--- src/rtl/alu_share_arbiter.sv ---
// Round-robin share of one external combinational ALU between two requesters; ALU_ARB_ILLEGAL_OP_CHK_EN adds illegal-opcode decode.
// Latency: request accepted in cycle N, registered response valid in cycle N+1.
// Backpressure: a full, undrained response slot holds off only its own requester.
module alu_share_arbiter #(
  parameter int TAG_W = 4
) (
  input  logic             clk,
  input  logic             rst,
  input  logic             req0_valid,
  output logic             req0_ready,
  input  logic [31:0]      req0_a,
  input  logic [31:0]      req0_b,
  input  logic [3:0]       req0_op,
  input  logic [TAG_W-1:0] req0_tag,
  input  logic             req1_valid,
  output logic             req1_ready,
  input  logic [31:0]      req1_a,
  input  logic [31:0]      req1_b,
  input  logic [3:0]       req1_op,
  input  logic [TAG_W-1:0] req1_tag,
  output logic             rsp0_valid,
  input  logic             rsp0_ready,
  output logic [31:0]      rsp0_result,
  output logic             rsp0_zero,
  output logic [TAG_W-1:0] rsp0_tag,
  output logic             rsp0_err,
  output logic             rsp1_valid,
  input  logic             rsp1_ready,
  output logic [31:0]      rsp1_result,
  output logic             rsp1_zero,
  output logic [TAG_W-1:0] rsp1_tag,
  output logic             rsp1_err,
  output logic [31:0]      alu_operand_a,
  output logic [31:0]      alu_operand_b,
  output logic [3:0]       alu_control,
  input  logic [31:0]      alu_result,
  input  logic             alu_zero
);

  typedef struct packed {
    logic [31:0]      result;
    logic             zero;
    logic [TAG_W-1:0] tag;
    logic             err;
  } rsp_t;

  rsp_t             slot0_q, slot1_q, cap_d;
  logic             vld0_q, vld1_q;
  logic             last_grant_q;
  logic             elig0, elig1, grant0, grant1;
  logic [31:0]      sel_a, sel_b;
  logic [3:0]       sel_op;
  logic [TAG_W-1:0] sel_tag;

  // last_grant_q == 1 means requester 0 wins the next contention
  always_comb begin
    elig0  = req0_valid && (!vld0_q || rsp0_ready);
    elig1  = req1_valid && (!vld1_q || rsp1_ready);
    grant0 = elig0 && (!elig1 || last_grant_q);
    grant1 = elig1 && !grant0;
  end

  always_comb begin
    sel_a   = '0;
    sel_b   = '0;
    sel_op  = '0;
    sel_tag = '0;
    if (grant0) begin
      sel_a   = req0_a;
      sel_b   = req0_b;
      sel_op  = req0_op;
      sel_tag = req0_tag;
    end else if (grant1) begin
      sel_a   = req1_a;
      sel_b   = req1_b;
      sel_op  = req1_op;
      sel_tag = req1_tag;
    end
  end

`ifdef ALU_ARB_ILLEGAL_OP_CHK_EN
  logic illegal;

  // Illegal opcodes park the ALU as idle and return a flagged zero result
  always_comb begin
    illegal       = (grant0 || grant1) && (sel_op > 4'h9);
    alu_operand_a = illegal ? 32'd0 : sel_a;
    alu_operand_b = illegal ? 32'd0 : sel_b;
    alu_control   = illegal ? 4'h0 : sel_op;
    cap_d.result  = illegal ? 32'd0 : alu_result;
    cap_d.zero    = illegal ? 1'b1 : alu_zero;
    cap_d.tag     = sel_tag;
    cap_d.err     = illegal;
  end
`else
  always_comb begin
    alu_operand_a = sel_a;
    alu_operand_b = sel_b;
    alu_control   = sel_op;
    cap_d.result  = alu_result;
    cap_d.zero    = alu_zero;
    cap_d.tag     = sel_tag;
    cap_d.err     = 1'b0;
  end
`endif

  always_ff @(posedge clk) begin
    if (rst) begin
      vld0_q       <= 1'b0;
      vld1_q       <= 1'b0;
      slot0_q      <= '0;
      slot1_q      <= '0;
      last_grant_q <= 1'b1;
    end else begin
      // A grant on a draining slot reloads it without a bubble
      vld0_q <= grant0 || (vld0_q && !rsp0_ready);
      vld1_q <= grant1 || (vld1_q && !rsp1_ready);
      if (grant0) slot0_q <= cap_d;
      if (grant1) slot1_q <= cap_d;
      if (grant0)      last_grant_q <= 1'b0;
      else if (grant1) last_grant_q <= 1'b1;
    end
  end

  assign req0_ready  = grant0;
  assign req1_ready  = grant1;
  assign rsp0_valid  = vld0_q;
  assign rsp0_result = slot0_q.result;
  assign rsp0_zero   = slot0_q.zero;
  assign rsp0_tag    = slot0_q.tag;
  assign rsp0_err    = slot0_q.err;
  assign rsp1_valid  = vld1_q;
  assign rsp1_result = slot1_q.result;
  assign rsp1_zero   = slot1_q.zero;
  assign rsp1_tag    = slot1_q.tag;
  assign rsp1_err    = slot1_q.err;

endmodule

--- config.mk ---
export PLATFORM = sky130hd
export DESIGN_NAME = alu_share_arbiter
export DESIGN_NICKNAME = d
export VERILOG_FILES = /design/src/rtl/alu_share_arbiter.sv
export SDC_FILE = /design/constraint.sdc
export NUM_CORES = 1
export LEC_CHECK = 0
export CORE_AREA = 2 2 128 130
export DETAILED_ROUTE_END_ITERATION = 10
export DIE_AREA = 0 0 130 132
export GPL_TIMING_DRIVEN = 1
export PLACE_DENSITY = 0.65
export SETUP_SLACK_MARGIN = 0.3
export SLEW_MARGIN = 20
export SYNTH_ARGS = -nofsm -noshare
export SYNTH_HDL_FRONTEND = slang
export SYNTH_SLANG_ARGS = --single-unit
--- constraint.sdc ---
create_clock -name clk -period 2.1 [get_ports clk]
set_input_delay 0.42 -clock clk [delete_from_list [all_inputs] [get_ports clk]]
set_output_delay 0.42 -clock clk [all_outputs]
set_load 0.02 [all_outputs]
==> results.py <==
metrics = {
    "logic_synthesis": {
        "yosys_warnings": 0,
        "synth_top_family_by_area": "simple AND/OR/NAND/NOR gates",
        "synth_xor_area_frac": 0,
        "async_reset_ff_frac": 0,
        "synth.distinct_cells": 21,
        "synth_edf_count": 0,
        "synth_cells": 388,
        "synth_fa_ha_area_frac": 0,
        "synth_compound_area_frac": 0.167,
        "yosys.area_share.simple": 0.198,
        "synth_area_leaders": "dfxtp_1, nand2b_1, mux2i_1",
        "syn_avg_cell_area_um2": 10.1,
        "synth_top_area_share": 0.395,
        "synth-seq-cells": 77,
        "synth_area_leader_cell": "dfxtp_1",
        "synth_most_common_cell": "nand2b_1",
        "ys_seq_area_frac": 0.395,
        "synthesis.area_um2": 3900,
        "ys.flop_type": "dfxtp_1",
        "muxShareOfSynthArea": 0.190,
        "synthTopCellsByCount": "nand2b_1, dfxtp_1, mux2i_1",
    },
    "drt": {
        "firstDrtPassIters": 4,
        "vias": 4437,
        "drc_errors": 0,
        "totalWireLength_mm": 20.4,
        "via_per_inst": 4.58,
        "final_antenna_net_count": 0,
        "drtIter0Drc": 196,
        "routedWlPerCell_um": 21.1,
    },
    "place": {
        "place.gp.congestion": 0.871,
        "dp_hpwl_mm": 15.0,
        "port_buffers": 328,
        "place_inst": 919,
        "place_area_um2": 7630,
    },
    "floorplan": {
        "die_w_um": 130,
        "die_area_um2": 17200,
        "rows": 46,
        "initial_core_util": 0.248,
        "die_height_um": 132,
        "core_region_area_um2": 15700,
        "ios": 331,
    },
    "layout": {
        "finalInstanceArea_um2": 8630,
        "fin_util": 0.550,
        "fin_cells": 968,
        "synthToLayoutAreaGrowth_pct": 121,
        "nNetsFinal": 927,
        "drive_gt1_frac": 0.222,
        "fillers": 1350,
    },
    "setup_path": {
        "end_kind": "primary output",
        "cp_cell_sequence": "nor2b_4 -> o211ai_1 -> buf_4 -> inv_12 -> buf_12 -> buf_16 -> a22o_4 -> buf_12",
        "path_class": "register to primary output",
        "cpMostUsedCell": "buf_12",
        "cp.required_ps": 1680,
        "path_buf_inv": 5,
        "worst_ep_arrival_time_ps": 1890,
        "ff2ff_setup_slack_ps": 310,
        "crit_path_start_kind": "register",
        "cp_slowest_cell": "dfxtp_2",
        "cp_slowest_stage_delay_ps": 320,
        "critical_path.max_fanout": 8,
        "cp_top_family": "buffers and inverters",
    },
    "clock_network": {
        "root_buffer": "clkbuf_16",
        "clock-sinks": 77,
        "hold_buffers": 0,
        "tritoncts": "done",
        "cts_buffer_depth": 2,
        "htreeDepth": 3,
        "cts_buffers": 9,
        "clk_pin_slew_worst_paths_ps": 60,
        "clk_latency_ps": 330,
    },
    "power": {
        "leakagePower_uw": 0.00361,
        "design_power_total_uw": 5280,
        "vdd_drop_max_uv": 426,
        "power_density_nw_per_um2": 612,
    },
    "global_routing": {
        "grt_pass1_wl_mm": 28.2,
        "antenna_found_initial": 4,
        "first_global_vias": 4519,
        "overflow": 0,
        "track_usage": 0.221,
        "grt_start_max_net_pins": 120,
    },
    "timing": {
        "finalCritPeriodShare": 1.10,
        "setup_viol": 69,
        "tightest_slew_ps": 514,
        "slew_headroom": 0.657,
        "fin_tns_setup_ps": -9710,
        "slew_viol_final": 0,
        "fmax_mhz": 433,
        "rsz0062_at_grt": "yes",
        "worst_slack_ps": -209,
        "clock_skew_ps": 7.93,
        "hold_viol": 0,
        "fin_crit_ps": 2310,
    },
    "outcome": {
        "violations": "negative setup slack",
        "status": "finished, violations left",
    },
    "worst_hold_path": {
        "hold_class": "register to register",
    },
    "flow_run": {
        "max_cap_violations": 0,
    },
}
report_power, final:
group	switching [µW]	internal, µW	total (µW)	leakage, µW
Clock	628	959	1590	0.000141
Sequential	58.9	1570	1630	0.000633
Combinational	872	1190	2070	0.00283
worst reg2reg max path: stages (launching register included):
cell,delay (ps)
dfxtp_2,320
nor2b_4,120
o211ai_1,190
buf_4,190
inv_12,70
buf_4,140
buf_6,110
buf_6,110
buf_12,120
buf_4,190
mux2i_1,140
logic make-up (layout without fill, tap and decap cells):
logic type,after synthesis,after routing
flops,77,77
simple gates,123,123
mux,74,74
buf+inv,38,398
other cells,1,5
compound gates,75,75
sequential cells by signal, summed over array words and instances, names as in the netlist:
register,count
rsp0_result,32
rsp1_result,32
rsp0_tag,4
rsp1_tag,4
last_grant_q,1
rsp0_valid,1
rsp0_zero,1
rsp1_valid,1
rsp1_zero,1
final timing paths:
kind,from,endpoint,cells after the start
worst max-delay path,rsp1_valid$_SDFF_PP0_,alu_operand_b[6],8
worst min-delay path,rsp1_result[5]$_SDFFE_PP0N_,rsp1_result[5]$_SDFFE_PP0N_,2
worst max register to register,rsp1_valid$_SDFF_PP0_,rsp0_result[1]$_SDFFE_PP0N_,10
worst min register to register,rsp1_result[5]$_SDFFE_PP0N_,rsp1_result[5]$_SDFFE_PP0N_,2
routing by layer:
layer	track usage	wire (µm)
met5	0	13
met2	0.390	10300
met4	0.0818	588
met1	0.252	8030
met3	0.0564	1520
metrics by stage:
step	hold slack (ps)	worst slack (ps)
3_3_place_gp	458	-693
2_1_floorplan	479	289
4_1_cts	473	-214
3_5_place_dp	465	-706
6_report	471	-209
5_1_grt	486	-240
what timing repair did:
item	in CTS	in global routing
setup buffers	17	3
cloned	7	3
resized for setup	330	101
setup endpoints to repair	91	89
pin swaps	8	52
cell type report:
| cell class | count | area [µm²] | area share |
|---|---|---|---|
| antenna | 3 | 7.51 | 0.000869 |
| clock buffer | 10 | 239 | 0.0277 |
| clock inverter | 6 | 70.1 | 0.00811 |
| inverter | 2 | 25.0 | 0.00290 |
| multi-input combinational | 274 | 2340 | 0.271 |
| sequential | 77 | 1550 | 0.179 |
| tap | 216 | 270 | 0.0313 |
| timing repair buffer | 380 | 4140 | 0.479 |
layout by cell type, fill, tap and decap left out, types with 5 or more instances in the layout:
cell type	Yosys	final
clkbuf_16	0	11
nand2b_1	119	116
a22o_1	68	53
buf_4	5	26
dlygate4sd2_1	0	5
dfxtp_1	77	74
buf_16	0	6
clkdlybuf4s50_1	0	252
mux2i_1	74	74
buf_6	2	70
buf_12	0	12
a22o_4	0	15
Power figures use the tool's default switching activity.
